**src/rtl/pipe_stage_reg_pkg.sv**
```systemverilog
// Shared pipeline package: stage-register state encoding
// and default channel widths used by the pipeline stages.
package pipe_stage_reg_pkg;

    typedef enum logic [1:0] {
        ST_EMPTY = 2'd0,
        ST_ONE   = 2'd1,
        ST_FULL  = 2'd2
    } pstate_t;

    localparam int DEF_DATA_W = 32;
    localparam int DEF_NCH    = 2;
    localparam int DEF_CTRL_W = 2;
    localparam int DEF_RN_W   = 5;
    localparam int DEF_SKID   = 1;

    // Held-entry count for a given state.
    function automatic logic [1:0] occ_of(input pstate_t s);
        unique case (s)
            ST_ONE:  occ_of = 2'd1;
            ST_FULL: occ_of = 2'd2;
            default: occ_of = 2'd0;
        endcase
    endfunction

endpackage

```
**src/rtl/pipe_entry_reg.sv**
```systemverilog
// One pipeline entry {ctrl, rn, data} with load enable
// and synchronous clear; async reset to zero.
module pipe_entry_reg
    import pipe_stage_reg_pkg::*;
#(
    parameter int CTRL_W = DEF_CTRL_W,
    parameter int RN_W   = DEF_RN_W,
    parameter int DW     = DEF_NCH * DEF_DATA_W
) (
    input  logic              clock,
    input  logic              resetn,
    input  logic              en,
    input  logic              clr,
    input  logic [CTRL_W-1:0] d_ctrl,
    input  logic [RN_W-1:0]   d_rn,
    input  logic [DW-1:0]     d_data,
    output logic [CTRL_W-1:0] q_ctrl,
    output logic [RN_W-1:0]   q_rn,
    output logic [DW-1:0]     q_data
);

    // Clear wins over load; otherwise hold.
    always_ff @(posedge clock or negedge resetn) begin
        if (!resetn) begin
            q_ctrl <= '0;
            q_rn   <= '0;
            q_data <= '0;
        end else if (clr) begin
            q_ctrl <= '0;
            q_rn   <= '0;
            q_data <= '0;
        end else if (en) begin
            q_ctrl <= d_ctrl;
            q_rn   <= d_rn;
            q_data <= d_data;
        end
    end

endmodule

```
**src/rtl/pipe_stage_reg.sv**
```systemverilog
// Valid/ready pipeline stage register: single entry or
// two-entry skid buffer with a registered in_ready.
module pipe_stage_reg
    import pipe_stage_reg_pkg::*;
#(
    parameter int DATA_W = DEF_DATA_W,
    parameter int NCH    = DEF_NCH,
    parameter int CTRL_W = DEF_CTRL_W,
    parameter int RN_W   = DEF_RN_W,
    parameter int SKID   = DEF_SKID
) (
    input  logic                  clock,
    input  logic                  resetn,
    input  logic                  flush,
    input  logic                  in_valid,
    output logic                  in_ready,
    input  logic [CTRL_W-1:0]     in_ctrl,
    input  logic [RN_W-1:0]       in_rn,
    input  logic [NCH*DATA_W-1:0] in_data,
    output logic                  out_valid,
    input  logic                  out_ready,
    output logic [CTRL_W-1:0]     out_ctrl,
    output logic [RN_W-1:0]       out_rn,
    output logic [NCH*DATA_W-1:0] out_data,
    output logic [1:0]            occ
);

    localparam int DW = NCH * DATA_W;

    pstate_t state, state_nxt;

    logic in_fire;
    logic out_fire;
    logic main_en;
    logic skid_en;
    logic from_skid;

    logic [CTRL_W-1:0] main_ctrl, skid_ctrl, main_d_ctrl;
    logic [RN_W-1:0]   main_rn,   skid_rn,   main_d_rn;
    logic [DW-1:0]     main_data, skid_data, main_d_data;

    assign out_valid = (state != ST_EMPTY);
    assign in_fire   = in_valid & in_ready;
    assign out_fire  = out_valid & out_ready;
    assign occ       = occ_of(state);

    // Next state and entry load enables; flush overrides all.
    always_comb begin
        state_nxt = state;
        main_en   = 1'b0;
        skid_en   = 1'b0;
        from_skid = 1'b0;
        if (flush) begin
            state_nxt = ST_EMPTY;
        end else begin
            unique case (state)
                ST_EMPTY: begin
                    if (in_fire) begin
                        main_en   = 1'b1;
                        state_nxt = ST_ONE;
                    end
                end
                ST_ONE: begin
                    if (in_fire && out_fire) begin
                        main_en = 1'b1;
                    end else if (in_fire && SKID != 0) begin
                        skid_en   = 1'b1;
                        state_nxt = ST_FULL;
                    end else if (out_fire) begin
                        state_nxt = ST_EMPTY;
                    end
                end
                ST_FULL: begin
                    if (out_fire) begin
                        main_en   = 1'b1;
                        from_skid = 1'b1;
                        state_nxt = ST_ONE;
                    end
                end
                default: state_nxt = ST_EMPTY;
            endcase
        end
    end

    // State register.
    always_ff @(posedge clock or negedge resetn) begin
        if (!resetn) state <= ST_EMPTY;
        else         state <= state_nxt;
    end

    if (SKID != 0) begin : g_skid
        logic rdy_q;
        // Registered ready: low only while both entries held.
        always_ff @(posedge clock or negedge resetn) begin
            if (!resetn) rdy_q <= 1'b1;
            else         rdy_q <= (state_nxt != ST_FULL);
        end
        assign in_ready = rdy_q;
    end else begin : g_single
        assign in_ready = out_ready | ~out_valid;
    end

    assign main_d_ctrl = from_skid ? skid_ctrl : in_ctrl;
    assign main_d_rn   = from_skid ? skid_rn   : in_rn;
    assign main_d_data = from_skid ? skid_data : in_data;

    pipe_entry_reg #(
        .CTRL_W (CTRL_W),
        .RN_W   (RN_W),
        .DW     (DW)
    ) u_main (
        .clock  (clock),
        .resetn (resetn),
        .en     (main_en),
        .clr    (1'b0),
        .d_ctrl (main_d_ctrl),
        .d_rn   (main_d_rn),
        .d_data (main_d_data),
        .q_ctrl (main_ctrl),
        .q_rn   (main_rn),
        .q_data (main_data)
    );

    pipe_entry_reg #(
        .CTRL_W (CTRL_W),
        .RN_W   (RN_W),
        .DW     (DW)
    ) u_skid (
        .clock  (clock),
        .resetn (resetn),
        .en     (skid_en),
        .clr    (flush),
        .d_ctrl (in_ctrl),
        .d_rn   (in_rn),
        .d_data (in_data),
        .q_ctrl (skid_ctrl),
        .q_rn   (skid_rn),
        .q_data (skid_data)
    );

    // Bubbles carry no control so downstream writes stay off.
    assign out_ctrl = out_valid ? main_ctrl : '0;
    assign out_rn   = main_rn;
    assign out_data = main_data;

endmodule

```
**config.mk**
```make
export PLATFORM = sky130hd
export DESIGN_NAME = pipe_stage_reg
export DESIGN_NICKNAME = d
export VERILOG_FILES = /design/src/rtl/pipe_stage_reg_pkg.sv /design/src/rtl/pipe_entry_reg.sv /design/src/rtl/pipe_stage_reg.sv
export SDC_FILE = /design/constraint.sdc
export NUM_CORES = 1
export LEC_CHECK = 0
export ABC_CLOCK_PERIOD_IN_PS = 1900
export CORE_ASPECT_RATIO = 0.6
export CORE_MARGIN = 2
export CORE_UTILIZATION = 45
export DETAILED_ROUTE_END_ITERATION = 10
export GPL_ROUTABILITY_DRIVEN = 0
export PLACE_DENSITY = 0.73
export SYNTH_ARGS = -nofsm -noshare
export SYNTH_HDL_FRONTEND = slang
export SYNTH_SLANG_ARGS = --single-unit
```
**constraint.sdc**
```tcl
create_clock -name clock -period 1.9 [get_ports clock]
set_input_delay 0.57 -clock clock [delete_from_list [all_inputs] [get_ports clock]]
set_output_delay 0.57 -clock clock [all_outputs]
set_load 0.01 [all_outputs]
```
==> summary.txt <==
Synthesis
  • Area leader, netlist: dfrtp_1
  • Seq/Total Area, Yosys: 0.612
  • Mean post-synth cell area: 12.2 um^2
  • Synth cell types: 24
  • Flops & latches, synth: approximately 150
  • Mapped Area: slightly below 0.006 mm^2
  • Syn nets: 562
  • Gate Count Post-Synth: 486
  • Synth top area share: 0.607
  • Main area contributors after synthesis: dfrtp_1 61%, mux2i_1 12%, a22o_1 10%, o21ai_1 6.0%, nand2_1 4.6%
  • Yosys warns: 0

Finish
  • Final core occ: 0.668
  • Layout area overhead: 44.7%
  • Layout fillers: between 900 and 1000
  • Layout cells sized above 1: 0.126
  • Multi-input gate area: 0.00215 mm^2
  • Fin nets: roughly 730
  • Seq. cell area: approximately 0.0036 mm^2
  • # diodes: 0

Hold path
  • Hold crit path type: in -> async

Setup path
  • R2r worst-path depth: 6
  • Worst setup path start: state[1]$_DFF_PN0_
  • R2r endpoint: u_main.q_data[2]$_DFFE_PN0P_
  • R2R setup slack: roughly 150 ps
  • WP data arrival: around 1300 ps
  • Critical Path RT: roughly 1300 ps
  • Critical Path Sink: out_ctrl[0]
  • FF-to-FF Start: state[0]$_DFF_PN0_
  • Slowest CP cell: dfrtp_1
  • CP max stage delay: roughly 380 ps
  • Crit path cell chain: or2_4 > and2_4 > buf_6
  • CP max FO: 3
  • CP Class: reg -> out
  • Setup crit start kind: flip-flop
  • Critical Path End Type: primary output
  • Critical path depth: 3
  • CP top delay family: simple AND/OR/NAND/NOR gates
  • Bufs and invs on worst path: 1

Clocking
  • Worst-path clk slew: approximately 60 ps
  • CTS Hold Bufs: 0
  • Htree depth: 4
  • Clock Sink Count: around 150
  • CTS tree: done
  • Largest buffer count on any clock path: 2
  • Clock root buffer master: clkbuf_16
  • Clock Latency Late Sink: 410 ps
  • CTS Buf Count: 17

STA
  • Setup violations, final: 0
  • Actual slew at the worst max-slew pin: approximately 540 ps
  • Min cycle time layout: 1880 ps
  • Normalized max-slew margin: 0.638
  • Tcrit/Tclk final: 0.991
  • Final hold violation count: 0
  • Clock skew: 8.22 ps
  • Fmax: approximately 530 MHz
  • Final max-slew violation count: 0
  • Unrepaired setup endpoints after global routing: yes

Die
  • I/O pins: between 150 and 200
  • Site Rows: 32
  • Initial Utilization: 0.462
  • Die area: 0.0141 mm^2
  • Die span in x: 152 um
  • Core Footprint: approximately 0.013 mm^2
  • Die Y: 92.9 um

Outcome
  • Status: complete, no violations

Power
  • Cell Pwr Density: just under 1000 mW/mm^2
  • Static leakage: approximately 0.0041 uW
  • Worst VDD drop: between 0.7 and 0.8 mV
  • Pwr Total: approximately 8400 uW

Global routing
  • Pin count of the biggest net entering global routing: 73
  • Grt ovf: 0
  • Vias in the first global route: 4479
  • First-pass GRT wire length: approximately 24000 um
  • Gr usage total: 0.220
  • Initial antenna violation count: 0

Place
  • Buffers on Ports: 150
  • HPWL Detailed: roughly 10000 um

Detailed routing
  • Post-DR vias/cell: 5.45
  • First DRT Iteration DRCs: between 300 and 400
  • Per-cell routed wire length: roughly 19 um
  • Vias: between 4000 and 5000
  • DR pass1 iterations: 5
  • DRC errors left: 0
  • Antenna viol nets, final: 0
  • Post-Route WL: about 16000 um

Run
  • Max cap viols: 0
[state kept, by name, indices dropped and copies added (netlist names)]
register	count
u_main.q_data	64
in_ready	1
u_skid.q_ctrl	2
u_main.q_rn	5
u_skid.q_data	64
u_skid.q_rn	5
u_main.q_ctrl	2
state	2
[layout make-up]
class / instances / area share
Tap cell: 170 / 0.0248
Sequential cell: 145 / 0.423
Clock inverter: 13 / 0.0189
Timing Repair Buffer: 185 / 0.232
Clock buffer: 19 / 0.0504
Inverter: 2 / 0.000874
Multi-Input combinational cell: 302 / 0.250
[Yosys cell counts (all sizes together)]
library cell	n
dfrtp	144
nand2	72
a22o	71
mux2i	71
o21ai	71
buf	20
clkbuf	17
nor2	4
and2	2
inv	2
nand2b	2
a211o	1
a2bb2oi	1
a41oi	1
dfstp	1
nand4b	1
nor2b	1
nor3	1
nor4bb	1
or2	1
xnor2	1
[kinds of logic (layout without fill, tap and decap cells)]
| kind of cell | Yosys count | in the layout | share of synthesized area |
|---|---|---|---|
| compound gates | 145 | 145 | 0.172 |
| flops | 145 | 145 | 0.612 |
| simple gates | 85 | 85 | 0.0593 |
| mux | 71 | 71 | 0.120 |
| buf+inv | 39 | 219 | 0.0352 |
| xor+xnor | 1 | 1 | 0.00148 |
[layer usage]
| layer | global-route usage | vias to the layer above | part of all wire |
|---|---|---|---|
| li1 | - | 2083 | - |
| met1 | 0.331 | 2279 | 0.48 |
| met2 | 0.318 | 187 | 0.44 |
| met3 | 0.0613 | 8 | 0.080 |
| met4 | 0.0522 | 0 | 0.0051 |
| met5 | 0 | - | 0 |
[layout by cell type, fill, tap and decap left out, drive strengths merged]
cell / Yosys / routed
inv: 2 / 3
dlymetal6s2s: 0 / 29
a22o: 71 / 71
clkinvlp: 0 / 3
nor3: 1 / 1
or2: 1 / 1
xnor2: 1 / 1
buf: 20 / 38
bufinv: 0 / 3
and2: 2 / 2
nor2b: 1 / 1
clkbuf: 17 / 22
clkdlybuf4s50: 0 / 89
nand2: 72 / 72
o21ai: 71 / 71
dlygate4sd2: 0 / 26
nor2: 4 / 4
dfstp: 1 / 1
dfrtp: 144 / 144
nand4b: 1 / 1
a211o: 1 / 1
clkinv: 0 / 6
mux2i: 71 / 71
nor4bb: 1 / 1
a2bb2oi: 1 / 1
a41oi: 1 / 1
nand2b: 2 / 2
[worst reg2reg max path, cell delays in order, from the launching register on]
cell	delay [ps]
dfrtp_1	380
buf_4	160
nor4bb_4	340
buf_4	220
buf_12	180
mux2i_2	260
o21ai_1	90
[worst min path at each step]
| stage | startpoint | endpoint | slack, ps | depth (start not counted) |
|---|---|---|---|---|
| floorplan | resetn | state[0]$_DFF_PN0_ | 270 | 0 |
| global placement | u_main.q_ctrl[0]$_DFFE_PN0P_ | u_main.q_ctrl[0]$_DFFE_PN0P_ | 460 | 2 |
| detailed placement | u_main.q_ctrl[1]$_DFFE_PN0P_ | u_main.q_ctrl[1]$_DFFE_PN0P_ | 470 | 2 |
| CTS | resetn | u_main.q_data[57]$_DFFE_PN0P_ | 120 | 1 |
| global route | resetn | u_main.q_data[57]$_DFFE_PN0P_ | 140 | 1 |
| finish | resetn | u_main.q_data[57]$_DFFE_PN0P_ | 110 | 1 |
[per-stage QoR]
stage	setup slack [ps]	hold WS [ps]	setup TNS, ps	instances	area (um^2)
3_5_place_dp	-394	469	-36330	801	7850
4_1_cts	-30.7	123	-35.4	833	8410
3_3_place_gp	-312	462	-32230	801	7850
2_1_floorplan	250	274	0	486	5930
6_report	16.3	108	0	836	8590
5_1_grt	-23.6	142	-46.1	836	8590
[power by group]
| group | switching (uW) | internal (uW) |
|---|---|---|
| Clock | 1280 | 2070 |
| Combinational | 693 | 780 |
| Sequential | 206 | 3410 |
| Total | 2180 | 6260 |
[what timing repair did]
item,4_1_cts,5_1_grt
gates resized for setup,49,39
pin swaps,0,5
endpoints found under the setup margin,31,78
cloned,0,2
setup buffers,0,1
(Power assumes the default switching activity.)
